==> src/rtl/ps2_keyboard_if.sv <==
// ============================================================================
// Module      : ps2_keyboard_if
// Description : PS/2 pin pair in, decoded ASCII key strobe and frame-error out.
// Revision    : 1.0 - initial release
// ============================================================================
`default_nettype none

interface ps2_keyboard_if;
    logic       ps2_clk;
    logic       ps2_data;
    logic [7:0] key;
    logic       key_valid;
    logic       frame_err;

    modport master (
        output ps2_clk,
        output ps2_data,
        input  key,
        input  key_valid,
        input  frame_err
    );

    modport slave (
        input  ps2_clk,
        input  ps2_data,
        output key,
        output key_valid,
        output frame_err
    );
endinterface

`default_nettype wire

==> src/rtl/ps2_keyboard.sv <==
// ============================================================================
// Module      : ps2_keyboard
// Description : PS/2 frame receiver with odd-parity check, E0/F0 prefix
//               tracking and scan-code-set-2 to ASCII translation.
// Revision    : 1.0 - initial release
// ============================================================================
`default_nettype none

module ps2_keyboard #(
    parameter int TIMEOUT_CYCLES = 100000,
    parameter int FILTER_LEN     = 4
) (
    input  wire logic      clk,
    input  wire logic      reset,
    ps2_keyboard_if.slave  bus
);

    localparam int                c_TMO_W    = $clog2(TIMEOUT_CYCLES + 1);
    localparam logic [c_TMO_W-1:0] c_TMO_LAST = c_TMO_W'(TIMEOUT_CYCLES - 1);

    typedef enum logic [1:0] {
        S_IDLE   = 2'd0,
        S_DATA   = 2'd1,
        S_PARITY = 2'd2,
        S_STOP   = 2'd3
    } state_t;

    logic [1:0]            r_clk_s;
    logic [1:0]            r_dat_s;
    logic [FILTER_LEN-1:0] r_filt_sh;
    logic                  r_filt;
    state_t                r_state;
    state_t                w_state_nxt;
    logic [7:0]            r_shift;
    logic [2:0]            r_bitcnt;
    logic                  r_par_ok;
    logic [c_TMO_W-1:0]    r_tmo_cnt;
    logic                  r_code_rdy;
    logic                  r_frame_err;
    logic                  r_ext;
    logic                  r_brk;
    logic [7:0]            r_key;
    logic                  r_key_valid;
    logic                  w_fall;
    logic                  w_bit;
    logic                  w_tmo;
    logic [8:0]            w_map;

    function automatic logic [8:0] lookup(input logic [7:0] code);
        case (code)
            8'h45: lookup = {1'b1, 8'h30};
            8'h16: lookup = {1'b1, 8'h31};
            8'h1E: lookup = {1'b1, 8'h32};
            8'h26: lookup = {1'b1, 8'h33};
            8'h25: lookup = {1'b1, 8'h34};
            8'h2E: lookup = {1'b1, 8'h35};
            8'h36: lookup = {1'b1, 8'h36};
            8'h3D: lookup = {1'b1, 8'h37};
            8'h3E: lookup = {1'b1, 8'h38};
            8'h46: lookup = {1'b1, 8'h39};
            8'h1C: lookup = {1'b1, 8'h41};
            8'h32: lookup = {1'b1, 8'h42};
            8'h21: lookup = {1'b1, 8'h43};
            8'h23: lookup = {1'b1, 8'h44};
            8'h24: lookup = {1'b1, 8'h45};
            8'h2B: lookup = {1'b1, 8'h46};
            8'h29: lookup = {1'b1, 8'h20};
            8'h4E: lookup = {1'b1, 8'h2D};
            8'h2D: lookup = {1'b1, 8'h72};
            8'h3C: lookup = {1'b1, 8'h55};
            8'h4B: lookup = {1'b1, 8'h4C};
            8'h44: lookup = {1'b1, 8'h6F};
            8'h31: lookup = {1'b1, 8'h6E};
            8'h1B: lookup = {1'b1, 8'h53};
            8'h4D: lookup = {1'b1, 8'h50};
            default: lookup = 9'h000;
        endcase
    endfunction

    // Filtered clock only moves once every filter stage agrees.
    always_ff @(posedge clk or negedge reset) begin
        if (!reset) begin
            r_clk_s   <= 2'b11;
            r_dat_s   <= 2'b11;
            r_filt_sh <= '1;
            r_filt    <= 1'b1;
        end else begin
            r_clk_s   <= {r_clk_s[0], bus.ps2_clk};
            r_dat_s   <= {r_dat_s[0], bus.ps2_data};
            r_filt_sh <= {r_filt_sh[FILTER_LEN-2:0], r_clk_s[1]};
            if (&r_filt_sh)
                r_filt <= 1'b1;
            else if (~|r_filt_sh)
                r_filt <= 1'b0;
        end
    end

    assign w_fall = r_filt & ~|r_filt_sh;
    assign w_bit  = r_dat_s[1];

    always_ff @(posedge clk or negedge reset) begin
        if (!reset)
            r_state <= S_IDLE;
        else
            r_state <= w_state_nxt;
    end

    always_comb begin
        w_state_nxt = r_state;
        w_tmo       = 1'b0;
        if (r_state != S_IDLE && !w_fall && r_tmo_cnt == c_TMO_LAST) begin
            w_tmo       = 1'b1;
            w_state_nxt = S_IDLE;
        end else if (w_fall) begin
            case (r_state)
                S_IDLE:   if (!w_bit) w_state_nxt = S_DATA;
                S_DATA:   if (r_bitcnt == 3'd7) w_state_nxt = S_PARITY;
                S_PARITY: w_state_nxt = S_STOP;
                S_STOP:   w_state_nxt = S_IDLE;
                default:  w_state_nxt = S_IDLE;
            endcase
        end
    end

    always_ff @(posedge clk or negedge reset) begin
        if (!reset) begin
            r_shift     <= 8'h00;
            r_bitcnt    <= 3'd0;
            r_par_ok    <= 1'b0;
            r_tmo_cnt   <= '0;
            r_code_rdy  <= 1'b0;
            r_frame_err <= 1'b0;
        end else begin
            r_code_rdy  <= 1'b0;
            r_frame_err <= w_tmo;
            if (r_state == S_IDLE || w_fall)
                r_tmo_cnt <= '0;
            else
                r_tmo_cnt <= r_tmo_cnt + 1'b1;
            if (w_fall) begin
                case (r_state)
                    S_IDLE: r_bitcnt <= 3'd0;
                    S_DATA: begin
                        r_shift  <= {w_bit, r_shift[7:1]};
                        r_bitcnt <= r_bitcnt + 3'd1;
                    end
                    S_PARITY: r_par_ok <= ^{w_bit, r_shift};
                    S_STOP: begin
                        if (w_bit && r_par_ok)
                            r_code_rdy <= 1'b1;
                        else
                            r_frame_err <= 1'b1;
                    end
                    default: r_bitcnt <= 3'd0;
                endcase
            end
        end
    end

    assign w_map = lookup(r_shift);

    // An error drops pending prefixes so a damaged break cannot eat the next key.
    always_ff @(posedge clk or negedge reset) begin
        if (!reset) begin
            r_ext       <= 1'b0;
            r_brk       <= 1'b0;
            r_key       <= 8'h20;
            r_key_valid <= 1'b0;
        end else begin
            r_key_valid <= 1'b0;
            if (r_frame_err) begin
                r_ext <= 1'b0;
                r_brk <= 1'b0;
            end else if (r_code_rdy) begin
                if (r_shift == 8'hE0) begin
                    r_ext <= 1'b1;
                end else if (r_shift == 8'hF0) begin
                    r_brk <= 1'b1;
                end else if (r_ext || r_brk) begin
                    r_ext <= 1'b0;
                    r_brk <= 1'b0;
                end else if (w_map[8]) begin
                    r_key       <= w_map[7:0];
                    r_key_valid <= 1'b1;
                end
            end
        end
    end

    assign bus.key       = r_key;
    assign bus.key_valid = r_key_valid;
    assign bus.frame_err = r_frame_err;

endmodule

`default_nettype wire

==> src/flat_wrapper.sv <==
// flat-port wrapper written by rule: the top's interface ports become plain ports
module ps2_keyboard_flat 
#(
    parameter int TIMEOUT_CYCLES = 100000,
    parameter int FILTER_LEN     = 4
)
  (clk, reset, bus_ps2_clk, bus_ps2_data, bus_key, bus_key_valid, bus_frame_err);
  ps2_keyboard_if bus_i ();
  input  wire logic clk;
  input  wire logic reset;
  input wire logic [$bits(bus_i.ps2_clk)-1:0] bus_ps2_clk;
  input wire logic [$bits(bus_i.ps2_data)-1:0] bus_ps2_data;
  output wire logic [$bits(bus_i.key)-1:0] bus_key;
  output wire logic [$bits(bus_i.key_valid)-1:0] bus_key_valid;
  output wire logic [$bits(bus_i.frame_err)-1:0] bus_frame_err;
  assign bus_i.ps2_clk = bus_ps2_clk;
  assign bus_i.ps2_data = bus_ps2_data;
  assign bus_key = bus_i.key;
  assign bus_key_valid = bus_i.key_valid;
  assign bus_frame_err = bus_i.frame_err;
  ps2_keyboard #(.TIMEOUT_CYCLES(TIMEOUT_CYCLES), .FILTER_LEN(FILTER_LEN)) u_core (.clk(clk), .reset(reset), .bus(bus_i));
endmodule
==> config.mk <==
export PLATFORM = sky130hd
export DESIGN_NAME = ps2_keyboard_flat
export DESIGN_NICKNAME = d
export VERILOG_FILES = /design/src/rtl/ps2_keyboard_if.sv /design/src/rtl/ps2_keyboard.sv /design/src/flat_wrapper.sv
export SDC_FILE = /design/constraint.sdc
export NUM_CORES = 1
export LEC_CHECK = 0
export CORE_AREA = 2 2 93 95
export CTS_BUF_LIST = sky130_fd_sc_hd__clkbuf_8
export DETAILED_ROUTE_END_ITERATION = 8
export DIE_AREA = 0 0 95 97
export SLEW_MARGIN = 20
export SYNTH_ARGS = -nofsm -noshare
export SYNTH_HDL_FRONTEND = slang
export SYNTH_SLANG_ARGS = --single-unit
==> constraint.sdc <==
create_clock -name clk -period 2.17 [get_ports clk]
set_clock_uncertainty 0.15 [all_clocks]
set_input_delay 0.3255 -clock clk [delete_from_list [all_inputs] [get_ports clk]]
set_output_delay 0.3255 -clock clk [all_outputs]
set_load 0.05 [all_outputs]
Yosys cells after proc, flatten, opt, wreduce, memory -nomap -nowiden
Cells that the tools add are included.

$lt $le $gt $ge: 0. Bitwise operators: 5. Add/sub/neg operators: 2. Multipliers: 0. Equal/unequal tests: 37. Shift operators: 0. Reduce and logical (&&, ||, !) cells: 24. Multiplexer cells: 32. Div/mod/pow operators: 0.

Operators by type and width (number): 9-bit case mux with 25 select lines (1); 8-bit by 6-bit equality test with 1-bit output, second input constant (15); 8-bit by 7-bit equality test with 1-bit output, second input constant (6); 8-bit by 5-bit equality test with 1-bit output, second input constant (4); 1-bit 2-to-1 mux (24); 17-bit by 1-bit adder with 17-bit output, second input constant (1); 17-bit equality test, second input constant (1); 17-bit 2-to-1 mux (1); 8-bit equality test, second input constant (2); 3-bit AND reduction (3); 9-bit XOR reduction (1); 2-bit 2-to-1 mux (4); 2-bit case mux with 4 select lines (1); 2-bit nonzero test (4); 3-bit by 1-bit inequality test with 1-bit output, second input constant (2); 3-bit case mux with 2 select lines (1); 2-bit AND reduction (3); 6-bit AND reduction (1); 3-bit nonzero test (2); 2-bit equality test, second input constant (2); 2-bit by 1-bit inequality test with 1-bit output, second input constant (2); 1-bit inverter (4); 4-bit AND reduction (1); 4-bit OR reduction (1); 9 further kinds (13).

Memory bits (read-only): 0. Bits in writable memories: 0. Input port bits: 4. Register bits: 53. Latch bits: 0. Memories: 0. Word-level logic and storage cells: 115.

Longest topological paths before layout
Word-level depth: 10. Gate-level depth with buffers: 8. Depth with buffers taken out: 7.

Least setup slack after synthesis
OpenSTA, ideal clock, no wires.

Path type: flip-flop to flip-flop. From: reg u_core.r_shift[4]. To: reg u_core.r_key[0] (netlist: u_core.bus.key[0]). Arrival: 1.802 ns. Setup slack: 0.093 ns. Library setup time: 0.125 ns. Buffers on the path: 1. Cell stages (with the launch flop): 9. Cells stage by stage: dfrtp_1 inv_1 ha_1 buf_4 nand2_1 o221ai_2 nor3_2 a31oi_4 mux2_4.

Cells in the longest elaborated chain, start to end: 3.

Ends and longest elaborated chain: start: declaration (line ps2_keyboard.sv:34) `logic [7:0] r_shift;`; start signal: assignment (line ps2_keyboard.sv:144) `r_shift <= {w_bit, r_shift[7:1]};`; 8-bit by 7-bit equality test with 1-bit output (tied with other cells) (line ps2_keyboard.sv:50) `case (code)`; 9-bit case mux with 25 select lines / 1-bit inverter (equally long branches); 6-bit AND reduction (no line); end signal: assignment (line ps2_keyboard.sv:183) `r_key <= w_map[7:0];`; end: declaration (line ps2_keyboard.sv:42) `logic [7:0] r_key;`.

Several ways; a longest one is shown, not always the timed one. A chain may end at the register's enable or synchronous reset.

Worst setup path after layout
From: reg u_core.r_shift[2]. To: reg u_core.r_key[4] (netlist: u_core.bus.key[4]).

Same word-level chain as after synthesis.

==> key figures <==
Critical path
  – Worst Path Arrival: 2.26 ns
  – Cell repeated most along the worst path: buf_6
  – Crit-path slowest cell: dfrtp_1
  – Crit-path max FO: 6
  – CP Launch Point: u_core.r_shift[2]
  – Critical path cell sequence: buf_6 -> ha_4 -> buf_4 -> nand2_1 -> o22ai_2 -> nor2_2 -> a31oi_4 -> buf_6 -> mux2_4
  – WP data required: 2.22 ns
  – Reg-to-Reg Start: u_core.r_shift[2]
  – Crit-path max cell delay: 0.43 ns
  – Startpoint Class: register
  – Crit end category: register
  – Crit Path Class: reg -> reg

Global route
  – Gr ovfl total: 0
  – Largest net degree at the start of global routing: 24
  – Global-route wire length before repair: 10,470 um
  – Initial antenna violation count: 0
  – Number of global-route vias before repair: 2,274
  – Total GRT Usage: 13.99%

Power
  – P per Cell Area: 551.4 nW/um^2
  – Leak: 1.606 nW
  – Total chip power: 2.095 mW
  – Peak VDD IR: 0.3446 mV

CTS
  – Root Buffer Master: clkbuf_8
  – CTS sink count: 52
  – CTS tree: yes
  – Bufs on Longest Clock Path: 2
  – H-tree depth: 2
  – CTS Buf Count: 5
  – Clk Latency, worst-skew pair: 0.32 ns
  – Clock-pin slew on the worst setup and hold paths: 0.11 ns

Synth
  – Syn Inst Count: 296
  – Post-synthesis sequential area ratio: 44.38%
  – Area contributors post-synth: dfrtp_1 (36%), ha_1 (9.3%), dfstp_2 (8.9%), nand2_1 (5.3%), nor2_1 (4.8%)
  – Yosys cell types: 54
  – Synth warn: 0
  – Netlist Area Pre-Place: 2960 um^2
  – Top_reg_cell synth: dfrtp_1
  – Mapped Avg Cell Area: 10.00 um^2
  – Number of flops mapped to enable cells by yosys: 0
  – Syn nets: 322
  – #FFs+latches synth: 52
  – Largest area contributor in the netlist: dfrtp_1
  – Yosys top cell area share: 35.50%
  – Ys async rst share: 100.0%

Detailed routing
  – Drt wl/cell: 13.23 um
  – Routed Antenna Nets: 0
  – Via Count: 2,254
  – TritonRoute pass-1 iters: 4
  – Starting DRT DRC Count: 81
  – Vias per inst: 4.998
  – Drt drc: 0
  – Routed wire length: 5966 um

Cells and area
  – Final #Nets: 371
  – Ant diodes: 0
  – Layout Cells excl Fill: 451
  – Fraction of layout cells with a size suffix above 1: 32.08%
  – Core Util, Final: 46.72%
  – Fill cells: 737
  – Area grow syn2layout: 28.36%

Run status
  – Outcome: complete, but fails checks
  – Failing checks: setup timing

Timing
  – Fin. Hold Viols: 0
  – Worst-Margin Slew: 0.4993 ns
  – Pins over their slew limit: 0
  – Rel. slew slack: 66.61%
  – Final setup fails: 5
  – Crit path time final: 2.204 ns
  – Final worst slack: -0.03429 ns
  – Unrepaired setup endpoints after global routing: yes
  – Max Clk Rate: 453.7 MHz
  – Tcrit/Tclk final: 101.6%

Place
  – Port buffer count: 12
  – GPL Wtd Cong: 0.8958
  – Post-DP HPWL: 4240 um
  – Cell total after placement: 432

Floorplanning
  – Core region area: 8134 um^2
  – Initial core utilization: 36.39%
  – Die area: 9215 um^2
  – Die X: 95 um
  – Ports: 14
  – Die height: 97 um
  – Rows: 33

Min path
  – Hold Crit Start: u_core.r_dat_s[0]
  – Tightest Hold Check Type: reg -> reg

Flow run
  – Number of max-cap violations: 0
metal layers:
metal	part of all wire, %	up-vias	global-route usage (%)	wire length (um)
met2	47	49	22.31	2825
met1	47	1077	18.86	2805
li1	-	1116	-	-
met3	3.8	12	2.882	227
met4	1.8	0	4.571	108
met5	0	-	0	0
registers in the layout (all words and copies together), names as in the netlist:
register	count
u_core.r_filt	1
u_core.r_clk_s	2
u_core.r_par_ok	1
u_core.r_ext	1
u_core.bus.key_valid	1
u_core.bus.key	7
u_core.r_shift	8
u_core.r_brk	1
u_core.r_state	2
u_core.r_code_rdy	1
u_core.bus.frame_err	1
u_core.r_dat_s	2
u_core.r_tmo_cnt	17
u_core.r_filt_sh	4
u_core.r_bitcnt	3
kinds of logic after synthesis:
family,synth area share (%)
fa+ha+maj,9.298
buf+inv,4.987
flops,44.38
compound gates,10.95
xor+xnor,5.621
other cells,0.1267
simple gates,20.12
mux,4.522
critical path, delay by kind of cell (launching register included):
family	cells	cell delay [ns]
AO/OA/AOI/OAI	2	0.48
adder cells (fa/ha/maj)	1	0.17
buffers and inverters	3	0.41
flip-flops	1	0.43
multiplexers	1	0.28
AND/OR/NAND/NOR	2	0.16
cell usage in the layout (no fill, tap or decap), drive strengths merged, types with 9 or more instances in the layout:
master,instances
buf,42
nand4,10
o21ai,14
dfrtp,42
inv,15
xnor2,9
mux2,9
ha,22
nand2,43
nor2,38
nand3,10
clkdlybuf4s50,10
xor2,10
dfstp,10
through the flow:
| stage | hold slack (ns) | setup slack, ns | TNS, ns | cell area [um^2] |
|---|---|---|---|---|
| final | 0.2131 | -0.03429 | -0.1512 | 3800 |
| after global routing | 0.2180 | -0.1021 | -0.5464 | 3800 |
| after CTS | 0.2142 | 0.008542 | 0 | 3571 |
| after detailed placement | 0.1601 | -0.1078 | -0.5689 | 3357 |
| after global placement | 0.1561 | -0.09174 | -0.4719 | 3357 |
| after floorplan | -0.1201 | 0.09329 | 0 | 2960 |
power breakdown:
part / internal (mW) / switching, mW / leakage, nW
Clock: 0.243 / 0.362 / 0.0515
Sequential: 1.06 / 0.0791 / 0.674
Combinational: 0.152 / 0.202 / 0.881
area by class of cell:
type	instances	area (um^2)	area share [%]
Multi-Input combinational cell	218	1718	45.21
Tap cell	105	131.4	3.457
Sequential cell	52	1316	34.64
Clock buffer	5	68.82	1.811
Clock inverter	3	33.78	0.8890
Timing Repair Buffer	54	479.2	12.61
Inverter	14	52.55	1.383
final timing paths:
kind / depth (start not counted) / slack [ns] / to
setup / recovery: 9 / -0.03 / u_core.bus.key[4]
hold / removal: 0 / 0.21 / u_core.r_dat_s[1]
setup reg to reg: 9 / -0.03 / u_core.bus.key[4]
hold reg to reg: 0 / 0.21 / u_core.r_dat_s[1]
max in group asynchronous: 3 / 0.97 / u_core.r_shift[5]
min in group asynchronous: 2 / 0.33 / u_core.r_tmo_cnt[16]
cells in the mapped netlist, drive strengths merged (2+ instances only):
cell     n
nand2   43
dfrtp   42
nor2    38
ha      22
inv     14
o21ai   14
buf     11
dfstp   10
nand3   10
nand4   10
xor2    10
mux2     9
xnor2    9
nor3     8
a21oi    6
a22oi    5
a31oi    4
nor4     3
o22ai    3
a32o     2
nand3b   2
o221ai   2
or2      2
what timing repair did:
action,CTS,global route
endpoints found under the hold margin,14,0
pin swaps,6,10
gates resized for setup,17,36
buffers inserted,4,6
hold buffers,1,0
endpoints found under the setup margin,6,8
Note: power is estimated with default switching activity, not from simulation.
